`config.mk`:
```
export PLATFORM = sky130hd
export DESIGN_NAME = vga_timing_tpg
export DESIGN_NICKNAME = d
export VERILOG_FILES = /design/src/rtl/vga_pkg.sv /design/src/rtl/vga_tpg.sv /design/src/rtl/vga_timing_tpg.sv
export SDC_FILE = /design/constraint.sdc
export NUM_CORES = 1
export LEC_CHECK = 0
export ABC_AREA = 1
export CAP_MARGIN = 20
export CORE_MARGIN = 5
export CORE_UTILIZATION = 25
export CTS_BUF_LIST = sky130_fd_sc_hd__clkbuf_4
export DETAILED_ROUTE_END_ITERATION = 8
export DONT_BUFFER_PORTS = 1
export GPL_TIMING_DRIVEN = 0
export PLACE_DENSITY = 0.49
export SLEW_MARGIN = 10
export SYNTH_ARGS = -nofsm -noshare
export SYNTH_HDL_FRONTEND = slang
export SYNTH_SLANG_ARGS = --single-unit
```
`constraint.sdc`:
```
create_clock -name pixel_clock -period 1.6 [get_ports pixel_clock]
set_input_delay 0.32 -clock pixel_clock [delete_from_list [all_inputs] [get_ports pixel_clock]]
set_output_delay 0.32 -clock pixel_clock [all_outputs]
set_load 0.005 [all_outputs]
```
`src/rtl/vga_pkg.sv`:
```
// vga_pkg: shared definitions for the VGA raster timing / test-pattern block.
//   mode_e        pattern select encodings (bars, grey ramp, grid, external pixel)
//   BAR_*         the eight colour-bar values, left to right
//   SVGA_*/VGA_*  800x600@60 and 640x480@60 timing presets
//   bar_colour()  bar index -> 24-bit RGB
package vga_pkg;

  typedef enum logic [1:0] {
    MODE_BARS = 2'd0,
    MODE_RAMP = 2'd1,
    MODE_GRID = 2'd2,
    MODE_EXT  = 2'd3
  } mode_e;

  localparam logic [23:0] BAR_BLACK   = 24'h000000;
  localparam logic [23:0] BAR_WHITE   = 24'hFFFFFF;
  localparam logic [23:0] BAR_MAGENTA = 24'hFF00FF;
  localparam logic [23:0] BAR_RED     = 24'hFF0000;
  localparam logic [23:0] BAR_GREEN   = 24'h00FF00;
  localparam logic [23:0] BAR_BLUE    = 24'h0000FF;
  localparam logic [23:0] BAR_YELLOW  = 24'hFFFF00;
  localparam logic [23:0] BAR_CYAN    = 24'h00FFFF;

  // 800x600@60, 40 MHz pixel clock, positive syncs
  localparam int unsigned SVGA_H_ACTIVE = 800;
  localparam int unsigned SVGA_H_FP     = 40;
  localparam int unsigned SVGA_H_SYNC   = 128;
  localparam int unsigned SVGA_H_BP     = 88;
  localparam int unsigned SVGA_V_ACTIVE = 600;
  localparam int unsigned SVGA_V_FP     = 1;
  localparam int unsigned SVGA_V_SYNC   = 4;
  localparam int unsigned SVGA_V_BP     = 23;
  localparam bit          SVGA_HS_POL   = 1'b1;
  localparam bit          SVGA_VS_POL   = 1'b1;

  // 640x480@60, 25.175 MHz pixel clock, negative syncs
  localparam int unsigned VGA_H_ACTIVE  = 640;
  localparam int unsigned VGA_H_FP      = 16;
  localparam int unsigned VGA_H_SYNC    = 96;
  localparam int unsigned VGA_H_BP      = 48;
  localparam int unsigned VGA_V_ACTIVE  = 480;
  localparam int unsigned VGA_V_FP      = 10;
  localparam int unsigned VGA_V_SYNC    = 2;
  localparam int unsigned VGA_V_BP      = 33;
  localparam bit          VGA_HS_POL    = 1'b0;
  localparam bit          VGA_VS_POL    = 1'b0;

  function automatic logic [23:0] bar_colour(input logic [2:0] idx);
    logic [23:0] c;
    case (idx)
      3'd0: c = BAR_BLACK;
      3'd1: c = BAR_WHITE;
      3'd2: c = BAR_MAGENTA;
      3'd3: c = BAR_RED;
      3'd4: c = BAR_GREEN;
      3'd5: c = BAR_BLUE;
      3'd6: c = BAR_YELLOW;
      3'd7: c = BAR_CYAN;
    endcase
    return c;
  endfunction

endpackage

```
`src/rtl/vga_tpg.sv`:
```
// vga_tpg: registered test-pattern generator (one cycle latency).
// Only instantiated when VGA_TPG_EN is defined.
// Ports:
//   pixel_clock  clock
//   reset_n      synchronous active-low reset
//   x, y         pixel coordinate (CNT_W bits, CNT_W >= 8)
//   mode         pattern select (MODE_EXT yields black; the top muxes rgb_in)
//   rgb          registered 24-bit pattern colour
module vga_tpg
  import vga_pkg::*;
#(
  parameter int unsigned H_ACTIVE = SVGA_H_ACTIVE,
  parameter int unsigned V_ACTIVE = SVGA_V_ACTIVE,
  parameter int unsigned CNT_W    = 12
) (
  input  logic             pixel_clock,
  input  logic             reset_n,
  input  logic [CNT_W-1:0] x,
  input  logic [CNT_W-1:0] y,
  input  mode_e            mode,
  output logic [23:0]      rgb
);

  localparam int unsigned      BAR_W  = (H_ACTIVE / 8 == 0) ? 1 : H_ACTIVE / 8;
  localparam logic [CNT_W-1:0] X_LAST = CNT_W'(H_ACTIVE - 1);
  localparam logic [CNT_W-1:0] Y_LAST = CNT_W'(V_ACTIVE - 1);

  logic [2:0]  bar_idx;
  logic        grid_on;
  logic [23:0] rgb_d;
  logic [23:0] rgb_q;

  // Bar index by threshold count, so leftover pixels stay in the last bar.
  always_comb begin
    bar_idx = 3'd0;
    for (int k = 1; k < 8; k++) begin
      if (x >= CNT_W'(k * BAR_W)) bar_idx = 3'(k);
    end
  end

  always_comb begin
    grid_on = (x[4:0] == 5'd0) || (y[4:0] == 5'd0) || (x == X_LAST) || (y == Y_LAST);
  end

  always_comb begin
    rgb_d = '0;
    unique case (mode)
      MODE_BARS: rgb_d = bar_colour(bar_idx);
      MODE_RAMP: rgb_d = {x[7:0], x[7:0], x[7:0]};
      MODE_GRID: rgb_d = grid_on ? BAR_WHITE : BAR_BLACK;
      MODE_EXT:  rgb_d = '0;
    endcase
  end

  always_ff @(posedge pixel_clock) begin
    if (!reset_n) rgb_q <= '0;
    else          rgb_q <= rgb_d;
  end

  assign rgb = rgb_q;

endmodule

```
`src/rtl/vga_timing_tpg.sv`:
```
// vga_timing_tpg: programmable VGA raster timing with frame-synchronous pattern mux.
// Build option: define VGA_TPG_EN to include the internal pattern generator (modes
// bars/ramp/grid/external); without it the mode port is ignored and rgb passes rgb_in.
// Pipeline: S0 counters -> S1 pixel request (pix_req/pix_x/pix_y) -> S2 video
// (hs/vs/de/blank/sof/rgb). An external source answers pix_req with rgb_in on the
// following cycle, which lines up with de.
// Ports:
//   pixel_clock          sole clock
//   reset_n              synchronous active-low reset
//   timing_en            run enable; low parks the raster at the frame origin
//   mode[1:0]            pattern select, taken at frame start
//   rgb_in[23:0]         external pixel, valid the cycle after pix_req
//   pix_req, pix_x/y     pixel request and its coordinate, one cycle ahead of de
//   hs, vs               syncs with HS_POL/VS_POL polarity
//   de, blank            data enable and its inverse
//   sof                  start-of-frame pulse on the first de of a frame
//   frame_cnt[7:0]       completed-frame counter
//   rgb[23:0]            pixel out, zero outside de
module vga_timing_tpg
  import vga_pkg::*;
#(
  parameter int unsigned H_ACTIVE = SVGA_H_ACTIVE,
  parameter int unsigned H_FP     = SVGA_H_FP,
  parameter int unsigned H_SYNC   = SVGA_H_SYNC,
  parameter int unsigned H_BP     = SVGA_H_BP,
  parameter int unsigned V_ACTIVE = SVGA_V_ACTIVE,
  parameter int unsigned V_FP     = SVGA_V_FP,
  parameter int unsigned V_SYNC   = SVGA_V_SYNC,
  parameter int unsigned V_BP     = SVGA_V_BP,
  parameter bit          HS_POL   = SVGA_HS_POL,
  parameter bit          VS_POL   = SVGA_VS_POL,
  parameter int unsigned CNT_W    = 12
) (
  input  logic             pixel_clock,
  input  logic             reset_n,
  input  logic             timing_en,
  input  logic [1:0]       mode,
  input  logic [23:0]      rgb_in,
  output logic             pix_req,
  output logic [CNT_W-1:0] pix_x,
  output logic [CNT_W-1:0] pix_y,
  output logic             hs,
  output logic             vs,
  output logic             de,
  output logic             blank,
  output logic             sof,
  output logic [7:0]       frame_cnt,
  output logic [23:0]      rgb
);

  localparam int unsigned H_TOTAL = H_ACTIVE + H_FP + H_SYNC + H_BP;
  localparam int unsigned V_TOTAL = V_ACTIVE + V_FP + V_SYNC + V_BP;

  localparam logic [CNT_W-1:0] H_ACT_C    = CNT_W'(H_ACTIVE);
  localparam logic [CNT_W-1:0] HS_START_C = CNT_W'(H_ACTIVE + H_FP);
  localparam logic [CNT_W-1:0] HS_END_C   = CNT_W'(H_ACTIVE + H_FP + H_SYNC);
  localparam logic [CNT_W-1:0] H_LAST_C   = CNT_W'(H_TOTAL - 1);
  localparam logic [CNT_W-1:0] V_ACT_C    = CNT_W'(V_ACTIVE);
  localparam logic [CNT_W-1:0] VS_START_C = CNT_W'(V_ACTIVE + V_FP);
  localparam logic [CNT_W-1:0] VS_END_C   = CNT_W'(V_ACTIVE + V_FP + V_SYNC);
  localparam logic [CNT_W-1:0] V_LAST_C   = CNT_W'(V_TOTAL - 1);

  // S0: raster counters and region decode
  logic [CNT_W-1:0] h_cnt_q, h_cnt_d;
  logic [CNT_W-1:0] v_cnt_q, v_cnt_d;
  logic             h_last, v_last, frame_wrap;
  logic             s0_active, s0_hsync, s0_vsync, s0_origin;

  // S1: pixel request
  logic             req_q, hsync1_q, vsync1_q, sof1_q;
  logic [CNT_W-1:0] x_q, y_q;

  // S2: video timing
  logic             de_q, hs_q, vs_q, sof_q;
  logic [7:0]       frame_cnt_q;

  always_comb begin
    h_last     = (h_cnt_q == H_LAST_C);
    v_last     = (v_cnt_q == V_LAST_C);
    frame_wrap = timing_en && h_last && v_last;
    s0_active  = (h_cnt_q < H_ACT_C) && (v_cnt_q < V_ACT_C);
    s0_hsync   = (h_cnt_q >= HS_START_C) && (h_cnt_q < HS_END_C);
    s0_vsync   = (v_cnt_q >= VS_START_C) && (v_cnt_q < VS_END_C);
    s0_origin  = (h_cnt_q == '0) && (v_cnt_q == '0);
  end

  // A disabled raster parks at the origin, so enabling always starts a fresh frame.
  always_comb begin
    h_cnt_d = h_cnt_q;
    v_cnt_d = v_cnt_q;
    if (!timing_en) begin
      h_cnt_d = '0;
      v_cnt_d = '0;
    end else if (h_last) begin
      h_cnt_d = '0;
      v_cnt_d = v_last ? '0 : v_cnt_q + CNT_W'(1);
    end else begin
      h_cnt_d = h_cnt_q + CNT_W'(1);
    end
  end

  always_ff @(posedge pixel_clock) begin
    if (!reset_n) begin
      h_cnt_q <= '0;
      v_cnt_q <= '0;
    end else begin
      h_cnt_q <= h_cnt_d;
      v_cnt_q <= v_cnt_d;
    end
  end

  always_ff @(posedge pixel_clock) begin
    if (!reset_n || !timing_en) begin
      req_q    <= 1'b0;
      x_q      <= '0;
      y_q      <= '0;
      hsync1_q <= 1'b0;
      vsync1_q <= 1'b0;
      sof1_q   <= 1'b0;
    end else begin
      req_q    <= s0_active;
      x_q      <= h_cnt_q;
      y_q      <= v_cnt_q;
      hsync1_q <= s0_hsync;
      vsync1_q <= s0_vsync;
      sof1_q   <= s0_origin;
    end
  end

  always_ff @(posedge pixel_clock) begin
    if (!reset_n || !timing_en) begin
      de_q  <= 1'b0;
      hs_q  <= ~HS_POL;
      vs_q  <= ~VS_POL;
      sof_q <= 1'b0;
    end else begin
      de_q  <= req_q;
      hs_q  <= hsync1_q ? HS_POL : ~HS_POL;
      vs_q  <= vsync1_q ? VS_POL : ~VS_POL;
      sof_q <= sof1_q;
    end
  end

  always_ff @(posedge pixel_clock) begin
    if (!reset_n)        frame_cnt_q <= '0;
    else if (frame_wrap) frame_cnt_q <= frame_cnt_q + 8'd1;
  end

`ifdef VGA_TPG_EN
  mode_e       mode_q;
  logic [23:0] pat_rgb;

  // Taken only at the origin so a frame never mixes two patterns.
  always_ff @(posedge pixel_clock) begin
    if (!reset_n)                    mode_q <= MODE_BARS;
    else if (timing_en && s0_origin) mode_q <= mode_e'(mode);
  end

  vga_tpg #(
    .H_ACTIVE (H_ACTIVE),
    .V_ACTIVE (V_ACTIVE),
    .CNT_W    (CNT_W)
  ) u_tpg (
    .pixel_clock (pixel_clock),
    .reset_n     (reset_n),
    .x           (x_q),
    .y           (y_q),
    .mode        (mode_q),
    .rgb         (pat_rgb)
  );

  // rgb_in answers last cycle's request, so it is muxed in unregistered to align with de.
  always_comb begin
    rgb = '0;
    if (de_q) rgb = (mode_q == MODE_EXT) ? rgb_in : pat_rgb;
  end
`else
  logic unused_mode;
  assign unused_mode = ^mode;

  always_comb begin
    rgb = '0;
    if (de_q) rgb = rgb_in;
  end
`endif

  assign pix_req   = req_q;
  assign pix_x     = x_q;
  assign pix_y     = y_q;
  assign hs        = hs_q;
  assign vs        = vs_q;
  assign de        = de_q;
  assign blank     = ~de_q;
  assign sof       = sof_q;
  assign frame_cnt = frame_cnt_q;

endmodule
```
==> qor.yml <==
status: "complete, no violations"
crit_required_ns: 1.28
power.leakage_uw: 0.00151
antenna_found_initial: 0
start_kind: "flop"
setup_viol_count_final: 0
path_max_fanout: 10
design_area_sq_mm: 0.00347
die_h_um: 119
fmax_mhz: 666
final_cell_mix: "nand2_1 (89), inv_1 (69), nor2_1 (67)"
drive_gt1_share_pct: 14.0
cts_tree: "yes"
num-nets-final: 475
antenna_left: 0
diodes: 0
final-max-slew-violation-count: 0
drt-initial-drc-count: 144
synth_top_cell_area_share_pct: 43.5
core_sq_mm: 0.0115
synth_area_leaders: "dfxtp_1 (43%), nand2_1 (11%), inv_1 (8.9%), nor2_1 (8.9%), nand3_1 (4.4%)"
rr_worst_depth: 7
crit_chain: "buf_8 > clkbuf_8 > nand2_1 > inv_2"
yosys.area.top_type: "dfxtp_1"
htreeDepth: 3
via_per_inst: 4.54
path_class: "reg2out"
arrival_ns: 1.18
synth.distinct_cells: 29
io_pins: 91
die_area_sq_mm: 0.0141
layout_commonest_cell: "nand2_1"
synth_seq_cells: 64
grt-ovfl-total: 0
hold_viol: 0
maxSlewHeadroom_pct: 61.0
end_kind: "output pin"
syn_to_final_growth_pct: 17.9
min_period_over_period_pct: 93.8
ys_seq_area_share_pct: 43.5
grt_pass1_vias: 2535
globalplace.congestion: 0.875
place_hpwl_um: 5810
postSynthAreaPerCell_sq_um: 7.05
syn-cell-area_sq_mm: 0.00295
dp.cells: 561
numCtsBuffers: 9
holdPathStages: 2
synth_nets: 454
async_reset_ff_share_pct: 0
clk_latency_ns: 0.41
synth-warning-count: 0
ys.flop_type: "dfxtp_1"
finClkSkew_ns: 0.0177
initial_utilization_pct: 25.7
synth_cells: 418
drt-pass1-iter-count: 4
min_path_type: "in2reg"
vias: 2667
drc: 0
worstMarginPinSlew_ns: 0.584
routed_wl_um: 7720
place_area_sq_mm: 0.00313
grt_pass1_wl_um: 12600
wl_per_cell_um: 13.1
synth_edf_count: 0
die_w_um: 119
cpPeakStageDelay_ns: 0.38
drv_cap: 0
power_density_mw_per_mm2: 853
path_clk_slew_ns: 0.12
track_usage_pct: 10.8
min_period_ns: 1.50
rows: 39
root_buffer: "clkbuf_4"
fin_cells: 587
io_buffer_count: 0
ir_drop_uv: 370
cts_sinks: 64
slowest_stage: "dfxtp_4"
clockBufferDepth: 2
grt_start_max_net_pins: 13
-- metrics by stage --
stage | hold WS [ns] | TNS (ns) | power, uW | utilization (%) | setup WS [ns]
2_1_floorplan | 0.394 | 0 | 1700 | - | 0.161
3_3_place_gp | 0.405 | -1.26 | 1730 | 27.3 | -0.132
3_5_place_dp | 0.407 | -1.57 | 1730 | 27.3 | -0.162
4_1_cts | 0.147 | 0 | 3020 | 29.8 | 0.00562
5_1_grt | 0.171 | -0.0146 | 3090 | 30.3 | -0.00937
6_report | 0.178 | 0 | 2960 | 30.3 | 0.0991
-- cells by family after synthesis --
| logic type | after synthesis | share of synthesized area [%] |
|---|---|---|
| flops | 64 | 43.5 |
| fa+ha+maj | 7 | 2.97 |
| simple gates | 224 | 34.6 |
| xor+xnor | 8 | 2.38 |
| buf+inv | 83 | 10.7 |
| compound gates | 32 | 5.78 |
-- registers in the layout (all words and copies together) (netlist names) --
name,flops
vsync1_q,1
de,1
h_cnt_q,12
sof,1
vs,1
frame_cnt,8
pix_y,12
hsync1_q,1
v_cnt_q,12
pix_x,12
pix_req,1
sof1_q,1
hs,1
-- metal layers --
metal	vias up	part of all wire, %	track usage [%]
li1	1333	-	-
met1	1211	44	13.5
met2	111	46	17.6
met3	12	8.5	3.96
met4	0	1.3	2.76
met5	-	0	0
-- what timing repair did --
item / 4_1_cts / 5_1_grt
pin swaps: 3 / 3
hold buffers: 0 / 0
setup buffers: 6 / 2
cloned: 2 / 0
resized for setup: 19 / 13
setup endpoints to repair: 46 / 46
-- critical path, delay by kind of cell, from the launching register on --
kind	cells	cell delay [ns]
flops	1	0.38
buf+inv	3	0.32
simple gates	1	0.09
-- synth_stat cells (all sizes together), types with 6 or more instances --
library cell  number
nor2              75
clkbuf             6
dfxtp             64
o21ai              7
a21oi             22
nand2             92
xor2               8
ha                 7
nand4              9
nand3             29
nor3              14
inv               75
-- cell type report --
type | instances | area (sq um)
fillers | 1257 | 7990
multi-input cells | 272 | 1420
flip-flops and latches | 64 | 1290
inverters | 75 | 284
well taps | 143 | 179
clock inverters | 7 | 96.3
clock buffers | 9 | 67.6
plain buffers | 8 | 66.3
repair buffers | 8 | 60.1
repair inverters | 1 | 7.51
-- power breakdown --
group          switching, uW  internal (uW)
Clock                    625            632
Combinational           67.1           30.9
Sequential              7.98           1600
-- path summary, 6_finish.rpt --
check | endpoint | slack [ns] | start
max reg2reg | frame_cnt[1] | 0.13 | h_cnt_q[2]
max | rgb[15] | 0.1 | de
min reg2reg | sof | 0.42 | sof1_q
min | frame_cnt[4] | 0.18 | reset_n
No activity file was read; power rests on OpenSTA's default activity.
